**config.mk**
```make
export PLATFORM = sky130hd
export DESIGN_NAME = gcm_tag_verifier
export DESIGN_NICKNAME = d
export VERILOG_FILES = /design/src/rtl/gcm_tag_verifier.sv
export SDC_FILE = /design/constraint.sdc
export NUM_CORES = 1
export LEC_CHECK = 0
export BUFFER_PORTS_ARGS = -buffer_cell sky130_fd_sc_hd__buf_2
export CORE_UTILIZATION = 56
export DETAILED_ROUTE_END_ITERATION = 7
export HOLD_SLACK_MARGIN = 0.06
export PLACE_DENSITY_LB_ADDON = 0.12
export SYNTH_ARGS = -nofsm -noshare
export SYNTH_HDL_FRONTEND = slang
export SYNTH_SLANG_ARGS = --single-unit
```
**constraint.sdc**
```tcl
create_clock -name clk -period 4.55 [get_ports clk]
set_clock_uncertainty 0.2 [all_clocks]
set_input_delay 0.91 -clock clk [delete_from_list [all_inputs] [get_ports clk]]
set_output_delay 0.91 -clock clk [all_outputs]
set_load 0.01 [all_outputs]
```
**src/rtl/gcm_tag_verifier.sv**
```systemverilog
// rtl/gcm_tag_verifier.sv - AES-GCM decrypt-side tag compare endpoint
// Pairs the computed tag (S ^ E(K,J0)) with the host's received tag and emits one pass/fail strobe per message.
module gcm_tag_verifier (
  input  logic         clk,
  input  logic         rst_n,
  input  logic         i_tag_ready,
  input  logic [0:127] i_sblock,
  input  logic [0:127] i_encrypted_j0,
  input  logic         i_rx_tag_valid,
  output logic         o_rx_tag_ready,
  input  logic [0:127] i_rx_tag,
  input  logic [0:2]   i_tag_len,
  input  logic         i_abort,
  output logic         o_done,
  output logic         o_auth_ok,
  output logic         o_auth_fail,
  output logic         o_overrun,
  output logic         o_busy
);

  typedef enum logic [2:0] {
    S_IDLE,
    S_CALC,
    S_RX,
    S_CMP,
    S_RESULT
  } state_t;

  state_t       state;
  state_t       state_nxt;
  logic [0:127] tag_t;
  logic [0:127] tag_r;
  logic [0:2]   len_r;
  logic [0:127] mask;
  logic         len_bad;
  logic         comp_cap;
  logic         rx_cap;
  logic         mm_comb;

  // Abort suppresses both captures; the ready output itself is left as decoded.
  always_comb begin
    comp_cap  = i_tag_ready && !i_abort && (state == S_IDLE || state == S_RX);
    rx_cap    = i_rx_tag_valid && o_rx_tag_ready && !i_abort;
    state_nxt = state;
    if (i_abort) begin
      state_nxt = S_IDLE;
    end else begin
      case (state)
        S_IDLE: begin
          if (comp_cap && rx_cap) state_nxt = S_CMP;
          else if (comp_cap)      state_nxt = S_CALC;
          else if (rx_cap)        state_nxt = S_RX;
        end
        S_CALC:   if (rx_cap)   state_nxt = S_CMP;
        S_RX:     if (comp_cap) state_nxt = S_CMP;
        S_CMP:    state_nxt = S_RESULT;
        S_RESULT: state_nxt = S_IDLE;
        default:  state_nxt = S_IDLE;
      endcase
    end
  end

  // Left-justified mask; the full-width reduction has no data-dependent exit.
  always_comb begin
    len_bad = (len_r > 3'd4);
    case (len_r)
      3'd1:    mask = {{120{1'b1}}, {8{1'b0}}};
      3'd2:    mask = {{112{1'b1}}, {16{1'b0}}};
      3'd3:    mask = {{104{1'b1}}, {24{1'b0}}};
      3'd4:    mask = {{96{1'b1}}, {32{1'b0}}};
      default: mask = {128{1'b1}};
    endcase
    mm_comb = (|((tag_t ^ tag_r) & mask)) | len_bad;
  end

  always_ff @(posedge clk or negedge rst_n) begin
    if (!rst_n) begin
      state          <= S_IDLE;
      tag_t          <= '0;
      tag_r          <= '0;
      len_r          <= '0;
      o_rx_tag_ready <= 1'b0;
      o_done         <= 1'b0;
      o_auth_ok      <= 1'b0;
      o_auth_fail    <= 1'b0;
      o_overrun      <= 1'b0;
    end else begin
      state          <= state_nxt;
      o_rx_tag_ready <= (state_nxt == S_IDLE) || (state_nxt == S_CALC);
      o_overrun      <= i_tag_ready && (state == S_CALC || state == S_CMP || state == S_RESULT);
      o_done         <= (state == S_CMP) && !i_abort;
      o_auth_ok      <= (state == S_CMP) && !i_abort && !mm_comb;
      o_auth_fail    <= (state == S_CMP) && !i_abort && mm_comb;
      // Returning to IDLE wipes both held tags so nothing leaks into the next message.
      if (state_nxt == S_IDLE) begin
        tag_t <= '0;
        tag_r <= '0;
        len_r <= '0;
      end else begin
        if (comp_cap) tag_t <= i_sblock ^ i_encrypted_j0;
        if (rx_cap) begin
          tag_r <= i_rx_tag;
          len_r <= i_tag_len;
        end
      end
    end
  end

  assign o_busy = (state != S_IDLE);

endmodule

```
== After elaboration in Yosys (flattened, before gate mapping) ==
Cells that the tools add are included.

* Output and inout port bits: 6
* Register bits after elaboration: 267
* ROM bits: 0
* Logic and storage cells: 58
* Memories kept: 0
* Input port bits: 392
* Bits in latches: 0
* Memory bits (writable): 0

* $lt $le $gt $ge: 1
* Reduce and logical (&&, ||, !) cells: 21
* Multiplexer cells: 14
* $add $sub $neg: 0
* Multipliers: 0
* Equality and inequality tests: 9
* Shifts and indexed selects: 0
* Bitwise gates (word level): 4
* Div/mod/pow operators: 0

{| class="wikitable"
|+ Operators by type and width
! cell !! number
|-
| $mux 128 || 4
|-
| $xor 128x128->128 || 2
|-
| $and 128x128->128 || 1
|-
| $pmux 32 s4 || 1
|-
| $reduce_or 128->1 || 1
|-
| $mux 3 || 8
|-
| $eq 3x2->1 const B || 4
|-
| $pmux 3 s4 || 1
|-
| $eq 3x1->1 const B || 3
|-
| $logic_and 1x1->1 || 9
|-
| $eq 3x3->1 const B || 2
|-
| $logic_not 3->1 || 2
|-
| $logic_or 1x1->1 || 4
|-
| $reduce_bool 2->1 || 2
|-
| $gt 3x3->1 const B || 1
|-
| $reduce_bool 3->1 || 1
|-
| $logic_not 1->1 || 2
|-
| $or 1x1->1 || 1
|}

== Logic depth before layout (Yosys ltp) ==
* Depth in word-level cells: 9
* Depth in mapped cells: 7
* Mapped depth without buffers: 6

== Worst setup path before layout ==
Ideal clock, no wire load.

* Path type: input port to flip-flop
* From: input port i_rx_tag_valid
* To: register tag_r[10] in the netlist's numbering
* Stages on the path: 6
* Data arrival time: 1.939 ns
* Path buffers: 2
* Setup time: 0.077 ns
* Setup slack: 2.333 ns
* Path through: nand2_1 -> nor2_2 -> clkbuf_1 -> clkbuf_1 -> nand2_1 -> a21oi_1

* Longest elaborated chain between the ends: 9
* Elaborated cells between the ends (all ways): 12
* Those cells by class: 7 x mux; 5 x reduce/logical

{| class="wikitable"
|+ RTL lines
! what !! RTL line !! source
|-
| start, declared || 9 || <nowiki>input logic i_rx_tag_valid,</nowiki>
|-
| $logic_and 1x1->1 (*) (2 in series) || 43 || <nowiki>rx_cap = i_rx_tag_valid && o_rx_tag_ready && !i_abort;</nowiki>
|-
| $mux 3 || 52 || <nowiki>else if (rx_cap) state_nxt = S_RX;</nowiki>
|-
| $mux 3 || 51 || <nowiki>else if (comp_cap) state_nxt = S_CALC;</nowiki>
|-
| $mux 3 || 50 || <nowiki>if (comp_cap && rx_cap) state_nxt = S_CMP;</nowiki>
|-
| $pmux 3 s4 || 48 || <nowiki>case (state)</nowiki>
|-
| $mux 3 || 45 || <nowiki>if (i_abort) begin</nowiki>
|-
| $logic_not 3->1 || 95 || <nowiki>if (state_nxt == S_IDLE) begin</nowiki>
|-
| $mux 128 / $reduce_bool 2->1 (equally long branches) || -- ||
|-
| end signal, assigned || 102 || <nowiki>tag_r <= i_rx_tag;</nowiki>
|-
| end, declared || 32 || <nowiki>logic [0:127] tag_r;</nowiki>
|}

Mark *: on every way between the ends. The rest lies on a longest branch, timed or not.
A chain may end at the register's enable or synchronous reset.

== Final worst setup path ==
* From: register state[0]
* To: output port o_busy

* Longest elaborated chain between the ends: 1

{| class="wikitable"
|+ RTL lines
! what !! RTL line !! source
|-
| start, declared || 29 || <nowiki>state_t state;</nowiki>
|-
| start signal, assigned || 88 || <nowiki>state <= state_nxt;</nowiki>
|-
| $reduce_bool 3->1 || 109 || <nowiki>assign o_busy = (state != S_IDLE);</nowiki>
|-
| end, declared || 18 || <nowiki>output logic o_busy</nowiki>
|}

Every way passes these cells.

==> run summary <==
STATUS
---------------------------------------------------------------------------------
Result of the run .................................................. complete, no violations

PLACE
---------------------------------------------------------------------------------
Count of buffers inserted at the top-level ports ...................          397
Final HPWL DP ......................................................     23800 um
Global placer's final weighted congestion ..........................        0.825

SYNTH
---------------------------------------------------------------------------------
Async set or reset register ratio after synthesis ..................         100%
Library cells used by synthesis ....................................           34
Register area share after synthesis ................................        51.8%
Number of nets produced by synthesis ...............................         1722
Primary FF master, synth ........................................... sky130_fd_sc_hd__dfrtp_1
Number of synthesized flops with an enable pin .....................            0
Top cells by instance count after synthesis ........................ 267 x sky130_fd_sc_hd__dfrtp_1, 265 x sky130_fd_sc_hd__nand2_1, 219 x sky130_fd_sc_hd__xnor2_1
Flop and latch count out of synthesis ..............................          267
Yosys warning count ................................................            0
Library cell with the highest instance count after synthesis ....... sky130_fd_sc_hd__dfrtp_1
Synth Instances ....................................................         1330
Synth top area share ...............................................        51.8%
Leading cell types by total area after synthesis ................... sky130_fd_sc_hd__dfrtp_1 52%, sky130_fd_sc_hd__xnor2_1 15%, sky130_fd_sc_hd__nand2_1 7.7%
Post-Syn Area ......................................................  12900 sq um
Library cell occupying the most area in the post-synthesis netlist . sky130_fd_sc_hd__dfrtp_1
Mapped Avg Cell Area ...............................................   9.69 sq um

CLOCKING
---------------------------------------------------------------------------------
Clk Tree Root Cell ................................................. sky130_fd_sc_hd__clkbuf_16
Later-pin clock latency in the skew report .........................      0.55 ns
Post-cts repair resize count .......................................            0
Hold buffers post-CTS ..............................................            0
Post CTS Setup Buffer Count ........................................            0
Max Root-Sink Buffers ..............................................            3
CTS tree ...........................................................          yes
Number of clock buffers inserted by TritonCTS ......................           28
CTS H-Tree Depth ...................................................            1
Clock sink total ...................................................          267
Clock transition at the registers of the reported paths ............      0.06 ns

GRT
---------------------------------------------------------------------------------
Largest net degree at the start of global routing ..................          257
GR Overflow Total ..................................................            0
First-pass GRT wire length .........................................     52900 um
Global-route met3 utilization ......................................        3.75%
Global-route total usage across every layer ........................        28.8%
GRT busiest layer ..................................................         met2
Global-route track usage on met1 ...................................        37.8%
Initial antenna violation count ....................................            8
Via count of the first global-routing pass .........................        10300
GR met2 Demand/Resource ............................................        48.5%

DIE
---------------------------------------------------------------------------------
Total I/O pin count ................................................          398
Area enclosed by the die boundary ..................................  23600 sq um
Effective utilization at floorplan .................................        57.1%
Y dimension of the die .............................................       154 um
Core area ..........................................................  22600 sq um
Site row count .....................................................           55
Die span in x ......................................................       154 um

STA
---------------------------------------------------------------------------------
Final Max Slew Viols ...............................................            0
Final Cycle Share ..................................................        57.8%
Worst-Margin Slew ..................................................      1.17 ns
Setup repair after global routing missed its margin ................        false
Worst hold margin ..................................................     0.160 ns
Peak clock frequency supported by timing ...........................    0.381 GHz
Summed negative setup slack over all endpoints .....................         0 ns
Final count of hold timing violations ..............................            0
Worst slew margin relative to its limit ............................        21.7%
Minimum clock period ...............................................      2.63 ns
Final setup violation count ........................................            0

FINISH
---------------------------------------------------------------------------------
Final nets .........................................................         2070
Area overhead of the layout relative to synthesis ..................        23.2%
Fraction of final layout cells with drive strength greater than 1 ..        26.4%

SETUP PATH
---------------------------------------------------------------------------------
CP top delay family ................................................   flip-flops
Cell breakdown of the critical path ................................ or3_1, buf_2
Endpoint required time on the critical path ........................      3.44 ns
Startpoint Class ...................................................     register
Critical path start-end classification ............................. register to output pin
Reg2reg end ........................................................  o_auth_fail
Endpoint of the most critical setup path ...........................       o_busy
Worst setup path startpoint ........................................     state[0]
R2r setup slk ......................................................      2.06 ns
Worst reg2reg path depth ...........................................            6
CP Depth ...........................................................            2
Critical path arrival ..............................................      1.52 ns
Buffer and inverter count on the worst path ........................            1
Cell type of the slowest stage on the worst timing path ............ sky130_fd_sc_hd__dfrtp_1
Kind of end point of the critical path .............................   output pin
Delay of the slowest critical-path stage ...........................      0.48 ns
Crit path max fanout ...............................................            9
Startpoint of the worst-slack reg-to-reg timing path ...............    tag_r[17]

DETAILED ROUTING
---------------------------------------------------------------------------------
Detailed Routing Iterations Pass 1 .................................            5
DR vias ............................................................        10700
Ratio of routed vias to standard cells .............................         5.38
Initial detailed-routing violation count ...........................          745
Overall routed net length ..........................................     34500 um
DR WL/cell .........................................................      17.3 um
Antenna-violating nets left ........................................            0
DRC errors left ....................................................            0

POWER
---------------------------------------------------------------------------------
Design Power .......................................................    0.00570 W
Power density of the placed cells ..................................  359 nW/um^2
Peak supply drop ...................................................   0.000224 V
Static leakage .....................................................      7.16 nW

MIN PATH
---------------------------------------------------------------------------------
Type of the most critical hold path ................................ input pin to async pin

JOB
---------------------------------------------------------------------------------
Number of max-capacitance violations reported ......................            0

cell type report:
type / count / area (sq um)
fillers: 1823 / 6700
multi-input cells: 972 / 5790
well taps: 285 / 357
clock inverters: 3 / 26.3
clock buffers: 47 / 852
flip-flops and latches: 267 / 6680
inverters: 5 / 18.8
diodes: 7 / 17.5
repair buffers: 404 / 2140
per-layer routing:
| metal | vias to the layer above | part of all wire [%] |
|---|---|---|
| met1 | 5072 | 41 |
| met4 | 0 | 3.8 |
| li1 | 5161 | - |
| met5 | - | 0 |
| met3 | 71 | 5.5 |
| met2 | 396 | 49 |
layout by cell type (no fill, tap or decap), types with 2 or more instances in the layout:
cell type                     n
sky130_fd_sc_hd__clkbuf_16   28
sky130_fd_sc_hd__xor2_1      35
sky130_fd_sc_hd__a211oi_1   128
sky130_fd_sc_hd__clkbuf_8     8
sky130_fd_sc_hd__nor2_1     131
sky130_fd_sc_hd__and3_1       3
sky130_fd_sc_hd__nand2b_1     2
sky130_fd_sc_hd__nor4_1      13
sky130_fd_sc_hd__diode_2      7
sky130_fd_sc_hd__nand2_1    265
sky130_fd_sc_hd__buf_12       7
sky130_fd_sc_hd__clkbuf_1    11
sky130_fd_sc_hd__buf_2      396
sky130_fd_sc_hd__a21oi_1    132
sky130_fd_sc_hd__dfrtp_1    267
sky130_fd_sc_hd__inv_1        5
sky130_fd_sc_hd__xnor2_1    219
sky130_fd_sc_hd__a21boi_0     2
sky130_fd_sc_hd__nand4_1     25
sky130_fd_sc_hd__clkinv_2     2
metrics by stage:
stage	std cells	utilization, %	area, sq um	setup slack [ns]
4_1_cts	1983	70.3	15900	1.90
3_5_place_dp	1933	66.4	15000	1.70
3_3_place_gp	1933	66.4	15000	1.77
6_report	1990	70.3	15900	1.92
5_1_grt	1989	70.3	15900	1.85
2_1_floorplan	1330	-	12900	2.33
worst min path at each step:
stage	endpoint	slack, ns	cells after the start
3_5_place_dp	tag_r[11]	0.32	2
5_1_grt	tag_t[121]	0.19	1
4_1_cts	tag_t[121]	0.18	1
3_3_place_gp	tag_r[11]	0.32	2
2_1_floorplan	tag_r[11]	0.30	2
6_report	tag_t[121]	0.16	1
sequential cells by signal, indices dropped and copies added (netlist names):
signal and count:
len_r 3, o_auth_fail 1, o_auth_ok 1, o_done 1
o_overrun 1, o_rx_tag_ready 1, state 3, tag_r 128
tag_t 128
power breakdown:
part           total, W  switching, W  internal, W
Combinational  0.000943      0.000543     0.000400
Clock           0.00218      0.000910      0.00127
Sequential      0.00258     0.0000874      0.00249
cell families (layout without fill, tap and decap cells):
| kind of cell | Yosys count | after routing | synth area share [%] |
|---|---|---|---|
| and+or+nand+nor | 446 | 446 | 14.0 |
| AOI/OAI and AO/OA | 271 | 271 | 13.4 |
| DFF | 267 | 267 | 51.8 |
| xor gates and xnor gates | 254 | 254 | 17.3 |
| buffers and inverters | 91 | 459 | 3.39 |
| muxes | 1 | 1 | 0.0777 |
| other | 0 | 7 | 0 |
Note: power is estimated with default switching activity, not from simulation.
